### config.mk
export PLATFORM = sky130hd
export DESIGN_NAME = ee194_core_top
export DESIGN_NICKNAME = d
export VERILOG_FILES = /design/src/rtl/ee194_core_top.sv
export SDC_FILE = /design/constraint.sdc
export NUM_CORES = 1
export LEC_CHECK = 0
export ABC_AREA = 1
export BUFFER_PORTS_ARGS = -buffer_cell sky130_fd_sc_hd__buf_2
export CAP_MARGIN = 20
export CORE_ASPECT_RATIO = 1.4
export CORE_MARGIN = 2
export CORE_UTILIZATION = 30
export CTS_BUF_LIST = sky130_fd_sc_hd__clkbuf_2
export CTS_CLUSTER_SIZE = 28
export DETAILED_ROUTE_END_ITERATION = 7
export HOLD_SLACK_MARGIN = 0.15
export PLACE_DENSITY_LB_ADDON = 0.1
export RECOVER_POWER = 50
export SLEW_MARGIN = 5
export SYNTH_ARGS = -nofsm -noshare
export SYNTH_HDL_FRONTEND = slang
export SYNTH_SLANG_ARGS = --single-unit
### constraint.sdc
create_clock -name clock -period 3.05 [get_ports clock]
set_input_delay 0.61 -clock clock [delete_from_list [all_inputs] [get_ports clock]]
set_output_delay 0.61 -clock clock [all_outputs]
set_load 0.02 [all_outputs]
### src/rtl/ee194_core_top.sv
`timescale 1ns/1ps
// ee194_core_top: reduced BLE-radio test top. GFSK self-test (pattern TX as frequency codes,
// zero-crossing demod of returned I/Q, pass/fail on GPIO), IDCODE/BYPASS JTAG TAP, idle UART/scan.
module ee194_core_top (
  input  logic       clock,
  input  logic       reset,
  input  logic       io_jtag_TCK,
  input  logic       io_jtag_TMS,
  input  logic       io_jtag_TDI,
  input  logic       io_jtag_TRSTn,
  output logic       io_jtag_TDO,
  input  logic       io_uart_rxd,
  output logic       io_uart_txd,
  output logic [2:0] io_gfskout,
  input  logic [4:0] io_isig,
  input  logic [4:0] io_qsig,
  input  logic       io_clock_40MHz,
  input  logic       io_scanchain_PHI,
  input  logic       io_scanchain_PHIB,
  input  logic       io_scanchain_i0o1,
  input  logic       io_scanchain_LOAD,
  input  logic       io_scanchain_SCAN_IN,
  output logic       io_scanchain_SCAN_OUT,
  input  logic       io_gpio_pins_0_i_ival,
  input  logic       io_gpio_pins_1_i_ival,
  input  logic       io_gpio_pins_2_i_ival,
  input  logic       io_gpio_pins_3_i_ival,
  input  logic       io_enable_scan_global,
  input  logic       io_alternate_modulation_in,
  input  logic       io_modulator_bypass_force,
  output logic       io_gpio_pins_1_o_oval,
  output logic       io_gpio_pins_2_o_oval
);

  localparam logic [31:0] PATTERN     = 32'hA5C3_0F96;
  localparam logic [31:0] IDCODE      = 32'h0000_194B;
  localparam int unsigned NBITS       = 32;
  localparam int unsigned BIT_CYCLES  = 64;
  localparam int unsigned START_DELAY = 100;
  localparam int unsigned RAMP_CYCLES = 2;
  localparam int unsigned XING_THRESH = 32;
  localparam int unsigned ERR_MAX     = 2;
  localparam int unsigned BIT_W       = $clog2(NBITS);
  localparam int unsigned CYC_W       = $clog2(BIT_CYCLES);
  localparam int unsigned WAIT_W      = $clog2(START_DELAY);
  localparam int unsigned RAMP_W      = (RAMP_CYCLES > 1) ? $clog2(RAMP_CYCLES) : 1;
  localparam int unsigned XCNT_W      = 7;
  localparam int unsigned ERR_W       = 6;
  localparam logic [3:0]  IR_IDCODE   = 4'b0001;

  typedef enum logic [2:0] {S_IDLE, S_WAIT, S_TX, S_FINISH, S_DONE} gfsk_state_e;

  typedef enum logic [3:0] {
    T_TLR, T_RTI, T_SELDR, T_CAPDR, T_SHDR, T_EX1DR, T_PAUSEDR, T_EX2DR, T_UPDR,
    T_SELIR, T_CAPIR, T_SHIR, T_EX1IR, T_PAUSEIR, T_EX2IR, T_UPIR
  } tap_state_e;

  gfsk_state_e       state_q, state_d;
  logic [WAIT_W-1:0] wait_q, wait_d;
  logic [BIT_W-1:0]  bit_q, bit_d;
  logic [CYC_W-1:0]  cyc_q, cyc_d;
  logic [RAMP_W-1:0] ramp_q, ramp_d;
  logic [2:0]        level_q, level_d;
  logic [2:0]        gfsk_q, gfsk_d;
  logic [XCNT_W-1:0] xcnt_q, xcnt_d;
  logic [ERR_W-1:0]  err_q, err_d;
  logic              status_q, status_d;
  logic              done_q, done_d;
  logic              sign_q, sign_prev_q;
  logic [4:0]        qsig_q;
  logic              xing_c, decoded_c;
  logic [XCNT_W-1:0] xsum_c;
  logic [2:0]        target_c;

  tap_state_e        tap_q, tap_d;
  logic [3:0]        ir_q, ir_d, irsh_q, irsh_d;
  logic [31:0]       dr_q, dr_d;
  logic              byp_q, byp_d;
  logic              tdo_q, tdo_d;
  logic              tck_q;
  logic              tck_rise_c, tck_fall_c, byp_sel_c;

  // Self-test sequencer, TX ramp shaping and window decoder
  always_comb begin
    state_d   = state_q;
    wait_d    = wait_q;
    bit_d     = bit_q;
    cyc_d     = cyc_q;
    ramp_d    = ramp_q;
    level_d   = level_q;
    xcnt_d    = xcnt_q;
    err_d     = err_q;
    status_d  = status_q;
    done_d    = done_q;
    target_c  = 3'd1;
    decoded_c = 1'b0;
    xing_c    = sign_q ^ sign_prev_q;
    xsum_c    = (&xcnt_q) ? xcnt_q : xcnt_q + XCNT_W'(xing_c);
    case (state_q)
      S_IDLE: begin
        state_d = S_WAIT;
        wait_d  = '0;
      end
      S_WAIT: begin
        if (wait_q == WAIT_W'(START_DELAY - 2)) begin
          state_d = S_TX;
          bit_d   = '0;
          cyc_d   = '0;
          ramp_d  = '0;
          level_d = 3'd1;
          xcnt_d  = '0;
        end else begin
          wait_d = wait_q + WAIT_W'(1);
        end
      end
      S_TX: begin
        cyc_d  = cyc_q + CYC_W'(1);
        xcnt_d = xsum_c;
        if (cyc_q == CYC_W'(BIT_CYCLES - 1)) begin
          decoded_c = (xsum_c >= XCNT_W'(XING_THRESH));
          cyc_d     = '0;
          xcnt_d    = '0;
          bit_d     = bit_q + BIT_W'(1);
          if ((decoded_c != PATTERN[BIT_W'(NBITS - 1) - bit_q]) && !(&err_q))
            err_d = err_q + ERR_W'(1);
        end
        // target follows the window being entered so the ramp starts on the boundary
        target_c = PATTERN[BIT_W'(NBITS - 1) - bit_d] ? 3'd7 : 3'd1;
        if (ramp_q == RAMP_W'(RAMP_CYCLES - 1)) begin
          ramp_d = '0;
          if (level_q < target_c)      level_d = level_q + 3'd1;
          else if (level_q > target_c) level_d = level_q - 3'd1;
        end else begin
          ramp_d = ramp_q + RAMP_W'(1);
        end
        if ((cyc_q == CYC_W'(BIT_CYCLES - 1)) && (bit_q == BIT_W'(NBITS - 1))) begin
          state_d = S_FINISH;
          level_d = 3'd0;
        end
      end
      S_FINISH: begin
        status_d = (err_q <= ERR_W'(ERR_MAX));
        state_d  = S_DONE;
      end
      S_DONE: done_d = 1'b1;
      default: state_d = S_IDLE;
    endcase
    gfsk_d = io_modulator_bypass_force ? (io_alternate_modulation_in ? 3'd7 : 3'd1) : level_d;
  end

  always_ff @(posedge clock) begin
    if (reset) begin
      state_q     <= S_IDLE;
      wait_q      <= '0;
      bit_q       <= '0;
      cyc_q       <= '0;
      ramp_q      <= '0;
      level_q     <= 3'd0;
      gfsk_q      <= 3'd0;
      xcnt_q      <= '0;
      err_q       <= '0;
      status_q    <= 1'b0;
      done_q      <= 1'b0;
      sign_q      <= 1'b0;
      sign_prev_q <= 1'b0;
      qsig_q      <= 5'd0;
    end else begin
      state_q     <= state_d;
      wait_q      <= wait_d;
      bit_q       <= bit_d;
      cyc_q       <= cyc_d;
      ramp_q      <= ramp_d;
      level_q     <= level_d;
      gfsk_q      <= gfsk_d;
      xcnt_q      <= xcnt_d;
      err_q       <= err_d;
      status_q    <= status_d;
      done_q      <= done_d;
      sign_q      <= (io_isig >= 5'd16);
      sign_prev_q <= sign_q;
      qsig_q      <= io_qsig;
    end
  end

  // JTAG TAP, advanced on TCK edges detected in the system clock domain
  always_comb begin
    tck_rise_c = io_jtag_TCK & ~tck_q;
    tck_fall_c = ~io_jtag_TCK & tck_q;
    byp_sel_c  = (ir_q != IR_IDCODE);
    tap_d      = tap_q;
    ir_d       = ir_q;
    irsh_d     = irsh_q;
    dr_d       = dr_q;
    byp_d      = byp_q;
    tdo_d      = tdo_q;
    if (tck_rise_c) begin
      case (tap_q)
        T_TLR:     tap_d = io_jtag_TMS ? T_TLR   : T_RTI;
        T_RTI:     tap_d = io_jtag_TMS ? T_SELDR : T_RTI;
        T_SELDR:   tap_d = io_jtag_TMS ? T_SELIR : T_CAPDR;
        T_CAPDR: begin
          tap_d = io_jtag_TMS ? T_EX1DR : T_SHDR;
          dr_d  = byp_sel_c ? 32'h0 : IDCODE;
          byp_d = 1'b0;
        end
        T_SHDR: begin
          tap_d = io_jtag_TMS ? T_EX1DR : T_SHDR;
          if (byp_sel_c) byp_d = io_jtag_TDI;
          else           dr_d  = {io_jtag_TDI, dr_q[31:1]};
        end
        T_EX1DR:   tap_d = io_jtag_TMS ? T_UPDR  : T_PAUSEDR;
        T_PAUSEDR: tap_d = io_jtag_TMS ? T_EX2DR : T_PAUSEDR;
        T_EX2DR:   tap_d = io_jtag_TMS ? T_UPDR  : T_SHDR;
        T_UPDR:    tap_d = io_jtag_TMS ? T_SELDR : T_RTI;
        T_SELIR:   tap_d = io_jtag_TMS ? T_TLR   : T_CAPIR;
        T_CAPIR: begin
          tap_d  = io_jtag_TMS ? T_EX1IR : T_SHIR;
          irsh_d = 4'b0001;
        end
        T_SHIR: begin
          tap_d  = io_jtag_TMS ? T_EX1IR : T_SHIR;
          irsh_d = {io_jtag_TDI, irsh_q[3:1]};
        end
        T_EX1IR:   tap_d = io_jtag_TMS ? T_UPIR  : T_PAUSEIR;
        T_PAUSEIR: tap_d = io_jtag_TMS ? T_EX2IR : T_PAUSEIR;
        T_EX2IR:   tap_d = io_jtag_TMS ? T_UPIR  : T_SHIR;
        T_UPIR: begin
          tap_d = io_jtag_TMS ? T_SELDR : T_RTI;
          ir_d  = irsh_q;
        end
        default:   tap_d = T_TLR;
      endcase
    end
    if (tck_fall_c) begin
      if (tap_q == T_SHDR)      tdo_d = byp_sel_c ? byp_q : dr_q[0];
      else if (tap_q == T_SHIR) tdo_d = irsh_q[0];
      else                      tdo_d = 1'b0;
    end
    if (tap_q == T_TLR) ir_d = IR_IDCODE;
    if (!io_jtag_TRSTn) begin
      tap_d = T_TLR;
      ir_d  = IR_IDCODE;
      tdo_d = 1'b0;
    end
  end

  always_ff @(posedge clock) begin
    if (reset) begin
      tap_q  <= T_TLR;
      ir_q   <= IR_IDCODE;
      irsh_q <= 4'd0;
      dr_q   <= 32'd0;
      byp_q  <= 1'b0;
      tdo_q  <= 1'b0;
      tck_q  <= 1'b0;
    end else begin
      tap_q  <= tap_d;
      ir_q   <= ir_d;
      irsh_q <= irsh_d;
      dr_q   <= dr_d;
      byp_q  <= byp_d;
      tdo_q  <= tdo_d;
      tck_q  <= io_jtag_TCK;
    end
  end

  assign io_gfskout            = gfsk_q;
  assign io_gpio_pins_1_o_oval = status_q;
  assign io_gpio_pins_2_o_oval = done_q;
  assign io_jtag_TDO           = tdo_q;
  assign io_uart_txd           = 1'b1;
  assign io_scanchain_SCAN_OUT = 1'b0;

  // Inputs present for pin compatibility only; Q samples are reserved
  logic unused_inputs;
  assign unused_inputs = ^{io_uart_rxd, io_clock_40MHz, io_scanchain_PHI, io_scanchain_PHIB,
                           io_scanchain_i0o1, io_scanchain_LOAD, io_scanchain_SCAN_IN,
                           io_gpio_pins_0_i_ival, io_gpio_pins_1_i_ival, io_gpio_pins_2_i_ival,
                           io_gpio_pins_3_i_ival, io_enable_scan_global, qsig_q};

endmodule

; ---- Yosys cells after proc, flatten, opt, wreduce, memory -nomap -nowiden
; Memories as Yosys holds them, arrays and structs flattened.
; Index checks and enable logic that the tools add are counted.
[word_totals]
ff_bits = 92
romBits = 64
out_inout_bits = 8
word_cells = 151
mem_count = 2
[memory_table]
columns = memory, depth, width, read_ports, rd_ports_with_merged_regs, write_ports, line_no
row1 = (no name shown), 32, 1, 1, 0, 0, 128  ; target_c = PATTERN[BIT_W'(NBITS - 1) - bit_d] ? 3'd7 : 3'd1;
row2 = (no name shown), 32, 1, 1, 0, 0, 124  ; if ((decoded_c != PATTERN[BIT_W'(NBITS - 1) - bit_q]) && !(&err_q))
[classes]
n_addsub = 10
n_lt_le_gt_ge = 7
n_eq_ne = 29
n_mux = 52
bitwise = 7
n_reduce_logical = 24
[op_table]
columns = cell, n
row1 = $pmux 32 s2, 1
row2 = $pmux 4 s12, 1
row3 = $mux 3, 12
row4 = $eq 4x4->1 const B, 8
row5 = $mux 32, 1
row6 = $mux 7, 4
row7 = $pmux 7 s2, 2
row8 = $eq 4x3->1 const B, 4
row9 = $mux 4, 4
row10 = $mux 5, 3
row11 = $pmux 3 s5, 1
row12 = $mux 13, 1
row13 = $add 6x1->6 const B, 2
row14 = $lt 5x6->1 const B, 2
row15 = $mux 6, 2
row16 = $pmux 6 s2, 1
row17 = $reduce_and 3->1, 4
row18 = $mux 1, 11
row19 = $ne 2x2->1 const B, 5
row20 = $pmux 5 s2, 1
row21 = $sub 5x5->5 const A, 2
row22 = $eq 4x2->1 const B, 2
row23 = $pmux 4 s2, 1
row24 = $reduce_and 2->1, 4
row25 = other kinds (35), 50

; ---- Longest topological paths before layout
[logic_depth]
depth_word = 14
depth_mapped = 22

; ---- Least setup slack after synthesis
; OpenSTA, ideal clock, no wires.
[synth_timing]
kind = reg2reg
startpoint = reg sign_prev_q
endpoint = reg err_q[4]
t_arrival_ns = 1.859
setup_slack_ns = 1.057
path_stages_with_launch = 15
n_path_buf = 0
period_less_slack_ns = 1.993
cell_sequence = dfxtp_1 -> xor2_1 -> ha_1 -> ha_1 -> inv_1 -> nor2_1 -> inv_1 -> o21ai_0 -> a21oi_1 -> nand2_1 -> xor2_1 -> nor2_1 -> nand3_1 -> inv_1 -> a211oi_1
[synth_between]
elab_chain_cells = 7
[synth_lines]
columns = element, line_no
row1 = from (decl), 69  ; logic sign_q, sign_prev_q;
row2 = from (signal assigned), 180  ; sign_prev_q <= sign_q;
row3 = $xor 1x1->1, 97  ; xing_c = sign_q ^ sign_prev_q;
row4 = $add 7x1->7, 98  ; xsum_c = (&xcnt_q) ? xcnt_q : xcnt_q + XCNT_W'(xing_c);
row5 = $mux 7, 98
row6 = $ge 7x6->1, 120  ; decoded_c = (xsum_c >= XCNT_W'(XING_THRESH));
row7 = $ne 1x1->1, 124
row8 = $logic_and 1x1->1, 124
row9 = $reduce_and 3->1 (no line), --
row10 = to (signal assigned), 176  ; err_q <= err_d;
row11 = to (decl), 66  ; logic [ERR_W-1:0] err_q, err_d;
; No other way between the ends.
; A chain may end at the register's enable or synchronous reset.

; ---- Final worst setup path
[layout_timing]
startpoint = in reset
endpoint = reg cyc_q[4]
[layout_rtl]
columns = element, line_no
row1 = from (decl), 6  ; input logic reset,
row2 = to (signal assigned), 171  ; cyc_q <= cyc_d;
row3 = to (decl), 61  ; logic [CYC_W-1:0] cyc_q, cyc_d;
; No word-level cell between the ends.

==> flow_metrics.py <==
metrics = {
    "sta": {
        "rsz0062_at_grt": "false",
        "drv_slew": 57,
        "hold_violations": 0,
        "timing.fmax_mhz": 405.5,
        "setup_viol": 0,
        "slew_headroom": -0.7757,
        "worst_pin_slew_ns": 2.663,
        "post-route-period-util": 0.8085,
        "fin_crit_ns": 2.466,
        "finClkSkew_ns": 0.01257,
        "fin_hold_ws_ns": 0.2332,
        "setup-tns-final_ns": 0,
    },
    "global_routing": {
        "grt_max_degree": 57,
        "grt_pass1_vias": 3666,
        "gr-total-overflow": 0,
        "track_usage": 0.1313,
        "antenna_found_initial": 1,
        "grt_pass1_wl_um": 17170,
    },
    "worst_setup_path": {
        "critPathLaunchType": "input port",
        "slowest_delay_ns": 1.88,
        "reg2reg_from": "wait_q[0]",
        "cp-end-kind": "flop",
        "crit_end": "cyc_q[4]",
        "worst-path-stages": 3,
        "critPathMostFrequentCell": "clkbuf_1",
        "cp.arrival_ns": 2.81,
        "cp-startpoint": "reset",
        "critical_path_class": "in -> reg",
        "worstReg2RegEnd": "bit_q[4]",
        "path_delay_family": "buffers and inverters",
        "reg2reg_slack_ns": 0.61,
        "worst_path_max_delay_cell": "clkbuf_1",
        "r2r_cells": 12,
        "critPathMaxFanout": 56,
        "crit_chain": "clkbuf_1 > clkbuf_1 > nor4_1",
        "required_ns": 3.40,
        "path_buf_inv": 2,
    },
    "synth": {
        "synth.avg_cell_area_um2": 7.169,
        "synthDominantCellAreaShare": 0.4040,
        "ys_ff_latch": 92,
        "ys_seq_area_frac": 0.4040,
        "syn_inst": 636,
        "ys_types": 43,
        "synthTopCellsByCount": "nand2_1 (122), dfxtp_1 (92), a21oi_1 (82)",
        "ys_warn_count": 0,
        "synth_most_common_cell": "nand2_1",
        "syn_area_um2": 4559,
        "synth_edf_count": 0,
        "synth_area_leader_cell": "dfxtp_1",
        "synth_ff_type": "dfxtp_1",
        "yosys-top-cells-area": "dfxtp_1 (40%), nand2_1 (10%), a21oi_1 (9.0%), inv_1 (5.8%), nand3_1 (5.3%)",
        "synthesis.nets": 678,
        "synth-async-reset-ratio": 0,
    },
    "power_and_ir_drop": {
        "p_sw_frac": 0.2508,
        "combinationalPowerShare": 0.039,
        "vdd_drop_max_v": 0.0001281,
        "clkPwrFrac": 0.272,
        "total_power_w": 0.001770,
        "pwr-share-seq": 0.689,
        "intPower_w": 0.001326,
        "p_switching_w": 0.0004440,
        "powerDensity_nw_per_um2": 365.9,
        "leakage_nw": 1.935,
    },
    "cells_and_area": {
        "fillCellCount": 1626,
        "multi_input_area_um2": 2321,
        "layout-drive-gt1-share": 0.08075,
        "finish.utilization": 0.3242,
        "fin_cells": 837,
        "area_growth_pct": 6.092,
        "regArea_um2": 1842,
        "fin_nets": 685,
    },
    "floorplanning": {
        "die-area_um2": 16210,
        "fp.coreArea_um2": 14920,
        "die_h_um": 149.9,
        "start_util": 0.3056,
        "ioPinCount": 38,
        "die_w_um": 108.2,
        "fp-row-count": 53,
    },
    "routing": {
        "wl_per_cell_um": 11.98,
        "routed_via_density": 4.787,
        "drt_wl_total_um": 10020,
        "routed-via-count": 4007,
        "drt_pass1_iterations": 5,
        "drtIter0Drc": 174,
        "antenna_left": 0,
        "drc_errors": 0,
    },
    "clock_tree": {
        "cts_tree": "yes",
        "insertion_delay_ns": 0.54,
        "ctsHoldBuffers": 0,
        "cts_root_buf": "clkbuf_2",
        "cts_setup_buffers": 0,
        "clk_path_buf_depth": 2,
        "cts_max_level": 3,
        "cts_buffers": 9,
        "path_clk_slew_ns": 0.22,
        "ctsResizeCount": 0,
        "cts_sinks": 92,
    },
    "place": {
        "dp_hpwl_um": 6871,
        "routabilityCongestion": 0.8624,
        "port_buffers": 14,
        "dp_cells": 824,
    },
    "outcome": {
        "violations": "max-capacitance violations, max-slew violations",
        "outcome": "complete, but fails checks",
    },
    "min_path": {
        "hold_class": "in -> reg",
    },
    "job": {
        "drv_cap": 1,
    },
}
[cells in the final DEF (no fill, tap or decap), types with 2 or more instances in the layout]
| cell | netlist | layout |
|---|---|---|
| nand2_2 | 11 | 11 |
| ha_1 | 12 | 12 |
| buf_4 | 2 | 3 |
| xnor2_1 | 4 | 4 |
| dfxtp_1 | 92 | 92 |
| nand3_2 | 5 | 5 |
| o21ai_1 | 2 | 2 |
| and3_1 | 3 | 3 |
| nand2_1 | 122 | 122 |
| a21oi_1 | 82 | 82 |
| nand4_1 | 3 | 3 |
| o21a_1 | 2 | 2 |
| buf_2 | 3 | 7 |
| a211oi_1 | 6 | 6 |
| clkbuf_2 | 1 | 11 |
| conb_1 | 2 | 2 |
| o22ai_1 | 2 | 2 |
| nor3_1 | 10 | 10 |
| inv_2 | 3 | 3 |
| o21bai_1 | 2 | 2 |
| nor2_1 | 53 | 54 |
| o21ai_0 | 39 | 39 |
| o21ai_2 | 3 | 3 |
| nand3_1 | 48 | 48 |
| a31oi_1 | 7 | 7 |
| nand2_4 | 5 | 5 |
| a221oi_1 | 2 | 2 |
| o211ai_1 | 4 | 4 |
| inv_1 | 71 | 71 |
| clkbuf_1 | 16 | 10 |
| xor2_1 | 6 | 6 |
[metrics by stage]
stage          instance area [µm²]  worst slack, ns
3_5_place_dp                  4798           0.6550
5_1_grt                       4837           0.2829
3_3_place_gp                  4798           0.6729
6_report                      4837           0.5842
4_1_cts                       4857           0.6328
2_1_floorplan                 4559            1.057
[state kept, by name, summed over array words and instances, names as in the netlist, 4 cells and up]
| register | cells |
|---|---|
| xcnt_q | 7 |
| dr_q | 32 |
| ir_q | 4 |
| bit_q | 5 |
| wait_q | 7 |
| tap_q | 4 |
| cyc_q | 6 |
| err_q | 6 |
| irsh_q | 4 |
[power by group through the flow]
stage / Sequential [W] / Clock, W / Combinational, W
floorplan: 0.00124 / 0 / 0.0000466
CTS: 0.00122 / 0.000517 / 0.0000711
global placement: 0.00124 / 0 / 0.0000700
finish: 0.00122 / 0.000482 / 0.0000685
global route: 0.00122 / 0.000565 / 0.0000793
detailed placement: 0.00124 / 0 / 0.0000707
[worst min-delay path, delay by kind of cell]
kind          cells  cell delay [ns]
buf+inv           2             0.13
simple gates      1             0.03
[layer usage]
layer  up-vias  track usage  wire, µm
met5         -            0         0
met4         0      0.05577       192
met3        16      0.02047       234
met2        55       0.2296      4929
met1      1832       0.1580      4666
li1       2104            -         -
[how the worst min path moves through the flow]
stage                             end  depth (start not counted)       start  slack, ns
after floorplan           sign_prev_q                          2      sign_q       0.41
after global placement    sign_prev_q                          2      sign_q       0.42
after detailed placement  sign_prev_q                          2      sign_q       0.43
after CTS                      sign_q                          3  io_isig[4]       0.17
after global routing           sign_q                          3  io_isig[4]       0.18
final                          sign_q                          3  io_isig[4]       0.23
[layout make-up]
type,instances,area share
diodes,1,0.0005173
clock buffers,11,0.01138
clock inverters,1,0.0007760
inverters,74,0.05742
multi-input cells,446,0.4798
flip-flops and latches,92,0.3808
well taps,192,0.04966
repair buffers,20,0.01966
[cell families (layout without fill, tap and decap cells)]
family	count (synthesis)	in the layout	share of synthesized area
AO/OA/AOI/OAI	154	154	0.1858
XOR/XNOR	10	10	0.01921
adder cells (fa/ha/maj)	12	12	0.03293
buffers and inverters	98	106	0.08644
flip-flops	92	92	0.4040
other	2	3	0.001647
AND/OR/NAND/NOR	268	268	0.2700
Power figures use the tool's default switching activity.
